--- src/rtl/mem_access_unit.sv ---
// Memory-stage load/store unit: funct3 lane decode, alignment check, and a
// single-outstanding request/ack data-bus cycle with timeout and load extension.
module mem_access_unit #(
  parameter int unsigned DATA_WIDTH     = 32,
  parameter int unsigned TIMEOUT_CYCLES = 16
) (
  input  logic                  clk,
  input  logic                  rst,
  input  logic                  i_req_M,
  input  logic                  i_mem_write_M,
  input  logic [2:0]            i_funct3_M,
  input  logic [DATA_WIDTH-1:0] i_addr_M,
  input  logic [DATA_WIDTH-1:0] i_write_data_M,
  output logic [DATA_WIDTH-1:0] o_read_data_M,
  output logic                  o_stall_M,
  output logic                  o_misaligned,
  output logic                  o_bus_err,
  output logic                  o_bus_cyc,
  output logic                  o_bus_we,
  output logic [DATA_WIDTH-1:0] o_bus_addr,
  output logic [DATA_WIDTH-1:0] o_bus_wdata,
  output logic [3:0]            o_bus_sel,
  input  logic                  i_bus_ack,
  input  logic                  i_bus_err,
  input  logic [DATA_WIDTH-1:0] i_bus_rdata
);

  localparam int unsigned CntW = $clog2(TIMEOUT_CYCLES + 1);
  // Count value seen in the last BUS cycle that may still complete normally.
  localparam logic [CntW-1:0] CntLast = CntW'(TIMEOUT_CYCLES - 1);

  typedef enum logic [1:0] {StIdle, StBus, StDone} state_e;

  state_e                  state_q, state_d;
  logic [CntW-1:0]         cnt_q, cnt_d;
  logic [1:0]              addr_lo_q, addr_lo_d;
  logic [2:0]              funct3_q, funct3_d;
  logic                    bus_cyc_q, bus_cyc_d;
  logic                    bus_we_q, bus_we_d;
  logic [DATA_WIDTH-1:0]   bus_addr_q, bus_addr_d;
  logic [DATA_WIDTH-1:0]   bus_wdata_q, bus_wdata_d;
  logic [3:0]              bus_sel_q, bus_sel_d;
  logic [DATA_WIDTH-1:0]   read_data_q, read_data_d;
  logic                    bus_err_q, bus_err_d;

  logic                    illegal;
  logic                    misal;
  logic                    access_ok;
  logic [3:0]              sel_dec;
  logic [DATA_WIDTH-1:0]   wdata_dec;
  logic [7:0]              ld_byte;
  logic [15:0]             ld_half;
  logic [DATA_WIDTH-1:0]   ld_ext;

  // Decode funct3 into byte lanes, replicated store data and fault flags.
  always_comb begin
    illegal   = 1'b0;
    misal     = 1'b0;
    sel_dec   = 4'b0000;
    wdata_dec = '0;
    case (i_funct3_M[1:0])
      2'b00: begin
        sel_dec   = 4'b0001 << i_addr_M[1:0];
        wdata_dec = {4{i_write_data_M[7:0]}};
      end
      2'b01: begin
        sel_dec   = i_addr_M[1] ? 4'b1100 : 4'b0011;
        wdata_dec = {2{i_write_data_M[15:0]}};
        misal     = i_addr_M[0];
      end
      2'b10: begin
        sel_dec   = 4'b1111;
        wdata_dec = i_write_data_M;
        misal     = |i_addr_M[1:0];
      end
      default: illegal = 1'b1;
    endcase
    // 6/7 never legal; BU/HU have no store form.
    if (i_funct3_M[2] && (i_funct3_M[1] || i_mem_write_M)) begin
      illegal = 1'b1;
    end
  end

  assign access_ok    = ~(illegal | misal);
  assign o_misaligned = (state_q == StIdle) & i_req_M & ~access_ok;
  assign o_stall_M    = ((state_q == StIdle) & i_req_M & access_ok) | (state_q == StBus);

  // Extract and extend the addressed byte/half from the returned word.
  always_comb begin
    ld_byte = '0;
    unique case (addr_lo_q)
      2'd0: ld_byte = i_bus_rdata[7:0];
      2'd1: ld_byte = i_bus_rdata[15:8];
      2'd2: ld_byte = i_bus_rdata[23:16];
      2'd3: ld_byte = i_bus_rdata[31:24];
      default: ld_byte = '0;
    endcase
    ld_half = addr_lo_q[1] ? i_bus_rdata[31:16] : i_bus_rdata[15:0];
    case (funct3_q)
      3'b000:  ld_ext = {{24{ld_byte[7]}}, ld_byte};
      3'b100:  ld_ext = {24'h0, ld_byte};
      3'b001:  ld_ext = {{16{ld_half[15]}}, ld_half};
      3'b101:  ld_ext = {16'h0, ld_half};
      default: ld_ext = i_bus_rdata;
    endcase
  end

  // Next-state logic for the bus-cycle FSM and its registered outputs.
  always_comb begin
    state_d     = state_q;
    cnt_d       = cnt_q;
    addr_lo_d   = addr_lo_q;
    funct3_d    = funct3_q;
    bus_cyc_d   = bus_cyc_q;
    bus_we_d    = bus_we_q;
    bus_addr_d  = bus_addr_q;
    bus_wdata_d = bus_wdata_q;
    bus_sel_d   = bus_sel_q;
    read_data_d = read_data_q;
    bus_err_d   = 1'b0;
    unique case (state_q)
      StIdle: begin
        if (i_req_M && access_ok) begin
          addr_lo_d   = i_addr_M[1:0];
          funct3_d    = i_funct3_M;
          bus_we_d    = i_mem_write_M;
          bus_sel_d   = sel_dec;
          bus_wdata_d = wdata_dec;
          bus_addr_d  = {i_addr_M[DATA_WIDTH-1:2], 2'b00};
          bus_cyc_d   = 1'b1;
          cnt_d       = '0;
          state_d     = StBus;
        end
      end
      StBus: begin
        cnt_d = cnt_q + 1'b1;
        // Error wins over a simultaneous ack.
        if (i_bus_err || (!i_bus_ack && (cnt_q == CntLast))) begin
          read_data_d = '0;
          bus_err_d   = 1'b1;
          bus_cyc_d   = 1'b0;
          state_d     = StDone;
        end else if (i_bus_ack) begin
          if (!bus_we_q) begin
            read_data_d = ld_ext;
          end
          bus_cyc_d = 1'b0;
          state_d   = StDone;
        end
      end
      StDone: begin
        state_d = StIdle;
      end
      default: begin
        state_d   = StIdle;
        bus_cyc_d = 1'b0;
      end
    endcase
  end

  // State and output registers; reset abandons any open bus cycle.
  always_ff @(posedge clk or negedge rst) begin
    if (!rst) begin
      state_q     <= StIdle;
      cnt_q       <= '0;
      addr_lo_q   <= '0;
      funct3_q    <= '0;
      bus_cyc_q   <= 1'b0;
      bus_we_q    <= 1'b0;
      bus_addr_q  <= '0;
      bus_wdata_q <= '0;
      bus_sel_q   <= '0;
      read_data_q <= '0;
      bus_err_q   <= 1'b0;
    end else begin
      state_q     <= state_d;
      cnt_q       <= cnt_d;
      addr_lo_q   <= addr_lo_d;
      funct3_q    <= funct3_d;
      bus_cyc_q   <= bus_cyc_d;
      bus_we_q    <= bus_we_d;
      bus_addr_q  <= bus_addr_d;
      bus_wdata_q <= bus_wdata_d;
      bus_sel_q   <= bus_sel_d;
      read_data_q <= read_data_d;
      bus_err_q   <= bus_err_d;
    end
  end

  assign o_bus_cyc     = bus_cyc_q;
  assign o_bus_we      = bus_we_q;
  assign o_bus_addr    = bus_addr_q;
  assign o_bus_wdata   = bus_wdata_q;
  assign o_bus_sel     = bus_sel_q;
  assign o_read_data_M = read_data_q;
  assign o_bus_err     = bus_err_q;

endmodule

--- config.mk ---
export PLATFORM = sky130hd
export DESIGN_NAME = mem_access_unit
export DESIGN_NICKNAME = d
export VERILOG_FILES = /design/src/rtl/mem_access_unit.sv
export SDC_FILE = /design/constraint.sdc
export NUM_CORES = 1
export LEC_CHECK = 0
export BUFFER_PORTS_ARGS = -buffer_cell sky130_fd_sc_hd__buf_2
export CELL_PAD_IN_SITES_DETAIL_PLACEMENT = 1
export CELL_PAD_IN_SITES_GLOBAL_PLACEMENT = 2
export CORE_ASPECT_RATIO = 0.8
export CORE_MARGIN = 3
export CORE_UTILIZATION = 32
export DETAILED_ROUTE_END_ITERATION = 12
export GPL_TIMING_DRIVEN = 0
export PLACE_DENSITY = 0.92
export SLEW_MARGIN = 20
export SYNTH_ARGS = -nofsm -noshare
export SYNTH_HDL_FRONTEND = slang
export SYNTH_SLANG_ARGS = --single-unit
--- constraint.sdc ---
create_clock -name clk -period 3.7 [get_ports clk]
set_clock_uncertainty 0.15 [all_clocks]
set_input_delay 0.555 -clock clk [delete_from_list [all_inputs] [get_ports clk]]
set_output_delay 0.555 -clock clk [all_outputs]
set_load 0.02 [all_outputs]
==> impl_metrics.toml <==
[floorplanning]
design.die.area_sq_um = 18490
floorplan_die_width_microns = 151.3
io_pins = 210
floorplan.die.height_microns = 122.2
initial_utilization_pct = 33.44
num_rows = 41
placeableCoreArea_sq_um = 16160

[clock_tree]
cts-root-buf = "sky130_fd_sc_hd__clkbuf_16"
clock_tree.htree_level_count = 4
cts.path.max_buffers = 2
worstSkewPairLatency_ps = 410
tritoncts_num_sinks = 113
cts_tree = "yes"
tritoncts.num_buffers = 17
path_clk_slew_ps = 50

[final_layout]
finalInstanceArea_sq_um = 7406
n_fill_cell = 1806
layout_overhead_on_the_synthesized_area_pct = 37.05
fraction_of_layout_instances_using_a_drive_strength_above_1_pct = 37.89
layout.nets = 800

[placed_design]
port-buffer-count = 207
placed_cell_area_sq_um = 6746
place.gp.congestion = 0.8848
pre_cts_ws_ps = 500.7
post-dp-hpwl_mm = 13.87

[synth]
synth.cell_area_sq_um = 5404
synth_cells = 460
post-synth-top-area-cell = "sky130_fd_sc_hd__dfrtp_1"
synth.yosys.warnings = 0
post_synth.cell_area_avg_sq_um = 11.75
postSynthRegisterBits = 113
ys_top_cells_by_area = "sky130_fd_sc_hd__dfrtp_1 52%, sky130_fd_sc_hd__mux2_1 11%, sky130_fd_sc_hd__a221o_1 3.1%"
synth.cells.most_frequent = "113 x sky130_fd_sc_hd__dfrtp_1, 51 x sky130_fd_sc_hd__mux2_1, 37 x sky130_fd_sc_hd__nand2_1, 30 x sky130_fd_sc_hd__a21oi_1, 23 x sky130_fd_sc_hd__o21ai_1"
yosys.cell_count.top_type = "sky130_fd_sc_hd__dfrtp_1"
synth.lib_cells_used.distinct = 47
synth-edff-count = 0
synthDominantCellAreaShare_pct = 52.33
synth.yosys.seq_area_share_pct = 52.33
ys.flop_type = "sky130_fd_sc_hd__dfrtp_1"
synth-async-reset-ratio_pct = 100.0

[worst_setup_path]
end_kind = "primary output"
cp_slowest_stage_delay_ps = 310
critical_path.max_fanout = 10
path_cells = "buf_2 -> inv_1 -> ha_1 -> nand2_1 -> a21boi_2 -> buf_2 -> buf_2 -> nor3_1 -> nor3_1 -> buf_2"
critPathKind = "in -> out"
critical_path.startpoint_type = "input port"
critPathRequiredTime_ps = 2990
worst_path_max_delay_cell = "sky130_fd_sc_hd__buf_2"
timing.critical_path.arrival_ps = 2540
critical_path.most_common_cell = "sky130_fd_sc_hd__buf_2"

[worst_hold_path]
worst_hold_path_class = "in -> reg"

[timing]
fin_crit_ps = 3240
timing.slew.headroom_pct = 55.84
report.final.setup_viol = 0
timing_worst_slew_pin_value_ps = 657.9
clock.fmax_ghz = 0.3086
final_critical_path_setup_slack_ps = 459.7
setup_tns_ps = 0
maxSlewViolCount = 0
rsz0062_at_grt = "false"
hold_violations = 0
final_period_util_pct = 87.58

[route]
topRoutingLayerUsed = "met5"
routed-via-count = 4784
met2_length_mm = 8.760
detail_route.wl_per_cell_microns = 20.19
drc = 0
dr_wl_met3_mm = 1.455
wirelength_met1_mm = 7.945
iteration_0_drc_count_of_the_detailed_router = 197
post_drt_via_cell_ratio = 5.206
first_pass_iters = 4
drtAntennaViolNets = 0
totalWireLength_mm = 18.56

[power_and_ir_drop]
total_switching_power_uw = 1791
vdd_drop_max_mv = 0.3387
power_report.internal_total_uw = 3432
netSwitchingFraction_pct = 34.28
p_leak_uw = 0.003647
clock_power_share_pct = 34.4
pwr_density_cell_nw_per_um2 = 705.2
power.share.combinational_pct = 31.1
power.sequential.fraction_pct = 34.4

[global_routing]
grt_start_max_net_pins = 76
grt_antenna_before_repair = 1
vias_in_the_first_global_route = 5240
gr-total-overflow = 0
grt_pass1_wl_mm = 28.61
grt.total_usage_pct = 20.27

[run]
max_cap_violations = 0

[status]
status = "finished clean"
==> state kept, by name (all words and copies together), names as in the netlist <==
register and flops:
o_bus_wdata 32, state_q 2, cnt_q 5, o_read_data_M 32
o_bus_sel 4, o_bus_we 1, funct3_q 3, o_bus_cyc 1
o_bus_err 1, o_bus_addr 30, addr_lo_q 2
==> critical path, delay by kind of cell <==
kind	cells	cell delay [ps]
AOI/OAI and AO/OA	1	290
buffers and inverters	5	1050
and+or+nand+nor	3	380
adders and majority gates	1	250
==> power by group through the flow <==
| stage | combinational (uW) | clock (uW) | sequential, uW |
|---|---|---|---|
| after floorplan | 619 | 0 | 2160 |
| after global placement | 1580 | 0 | 1780 |
| after detailed placement | 1630 | 0 | 1810 |
| after CTS | 1650 | 1840 | 1800 |
| after global routing | 1760 | 1910 | 1840 |
| final | 1630 | 1800 | 1800 |
==> cells in the final DEF (no fill, tap or decap), types with 5 or more instances in the layout <==
| cell type | n |
|---|---|
| sky130_fd_sc_hd__o21ai_0 | 11 |
| sky130_fd_sc_hd__a21oi_1 | 30 |
| sky130_fd_sc_hd__nand2_1 | 37 |
| sky130_fd_sc_hd__buf_8 | 5 |
| sky130_fd_sc_hd__buf_6 | 5 |
| sky130_fd_sc_hd__bufinv_16 | 5 |
| sky130_fd_sc_hd__clkinv_2 | 5 |
| sky130_fd_sc_hd__o2bb2ai_1 | 15 |
| sky130_fd_sc_hd__o22a_1 | 8 |
| sky130_fd_sc_hd__or3_1 | 8 |
| sky130_fd_sc_hd__clkbuf_16 | 17 |
| sky130_fd_sc_hd__mux2i_1 | 12 |
| sky130_fd_sc_hd__mux2_1 | 51 |
| sky130_fd_sc_hd__buf_2 | 211 |
| sky130_fd_sc_hd__a22oi_1 | 16 |
| sky130_fd_sc_hd__ha_1 | 6 |
| sky130_fd_sc_hd__o22ai_1 | 9 |
| sky130_fd_sc_hd__o21ai_1 | 23 |
| sky130_fd_sc_hd__nor2b_1 | 6 |
| sky130_fd_sc_hd__dfrtp_1 | 113 |
| sky130_fd_sc_hd__inv_1 | 7 |
| sky130_fd_sc_hd__o31ai_1 | 8 |
| sky130_fd_sc_hd__clkbuf_1 | 20 |
| sky130_fd_sc_hd__a221o_1 | 17 |
| sky130_fd_sc_hd__o41ai_1 | 6 |
==> path summary, 6_finish.rpt <==
path,from,to,slack [ps],cells past startpoint
min reg2reg,o_bus_addr[17],o_bus_addr[17],330,1
max reg2reg,cnt_q[0],o_read_data_M[27],1030,8
min,i_addr_M[31],o_bus_addr[31],210,2
max in group asynchronous,rst,o_bus_wdata[11],2220,3
min in group asynchronous,rst,o_read_data_M[14],480,2
max,i_funct3_M[1],o_misaligned,460,10
==> metrics by stage <==
| stage | power, uW | utilization [%] | hold slack [ps] | std cells |
|---|---|---|---|---|
| 5_1_grt | 5506 | 45.80 | 187.0 | 917 |
| 3_3_place_gp | 3368 | 41.54 | 306.1 | 883 |
| 6_report | 5223 | 45.83 | 205.2 | 919 |
| 3_5_place_dp | 3442 | 41.75 | 318.6 | 884 |
| 4_1_cts | 5281 | 45.80 | 184.1 | 917 |
| 2_1_floorplan | 2777 | - | 109.4 | 461 |
==> routing by layer <==
layer | vias to the layer above | GRT usage [%]
met5 | - | 0
met4 | 2 | 7.758
met3 | 30 | 6.165
met2 | 187 | 32.42
met1 | 2380 | 25.89
li1 | 2185 | -
==> area by class of cell <==
type | count | area [sq um] | area share (%)
antenna | 2 | 5.005 | 0.06758
clock buffer | 21 | 460.4 | 6.217
multi-input combinational | 300 | 2292 | 30.95
clock inverter | 11 | 183.9 | 2.484
sequential | 113 | 2828 | 38.18
buffer | 39 | 254.0 | 3.430
inverter | 9 | 33.78 | 0.4562
timing repair buffer | 209 | 1080 | 14.58
tap | 215 | 269.0 | 3.632
==> logic make-up after synthesis <==
logic type	count (synthesis)	synth area share [%]
AOI/OAI and AO/OA	156	20.84
and+or+nand+nor	71	6.622
buffers and inverters	48	5.325
xor gates and xnor gates	1	0.1621
muxes	64	13.27
DFF	113	52.33
adders and majority gates	6	1.389
other	1	0.06939
==> timing repair <==
action,in CTS,in global routing
hold endpoints to repair,38,0
gates resized for setup,0,0
setup buffers,0,0
hold buffers,1,0
(Power assumes the default switching activity.)
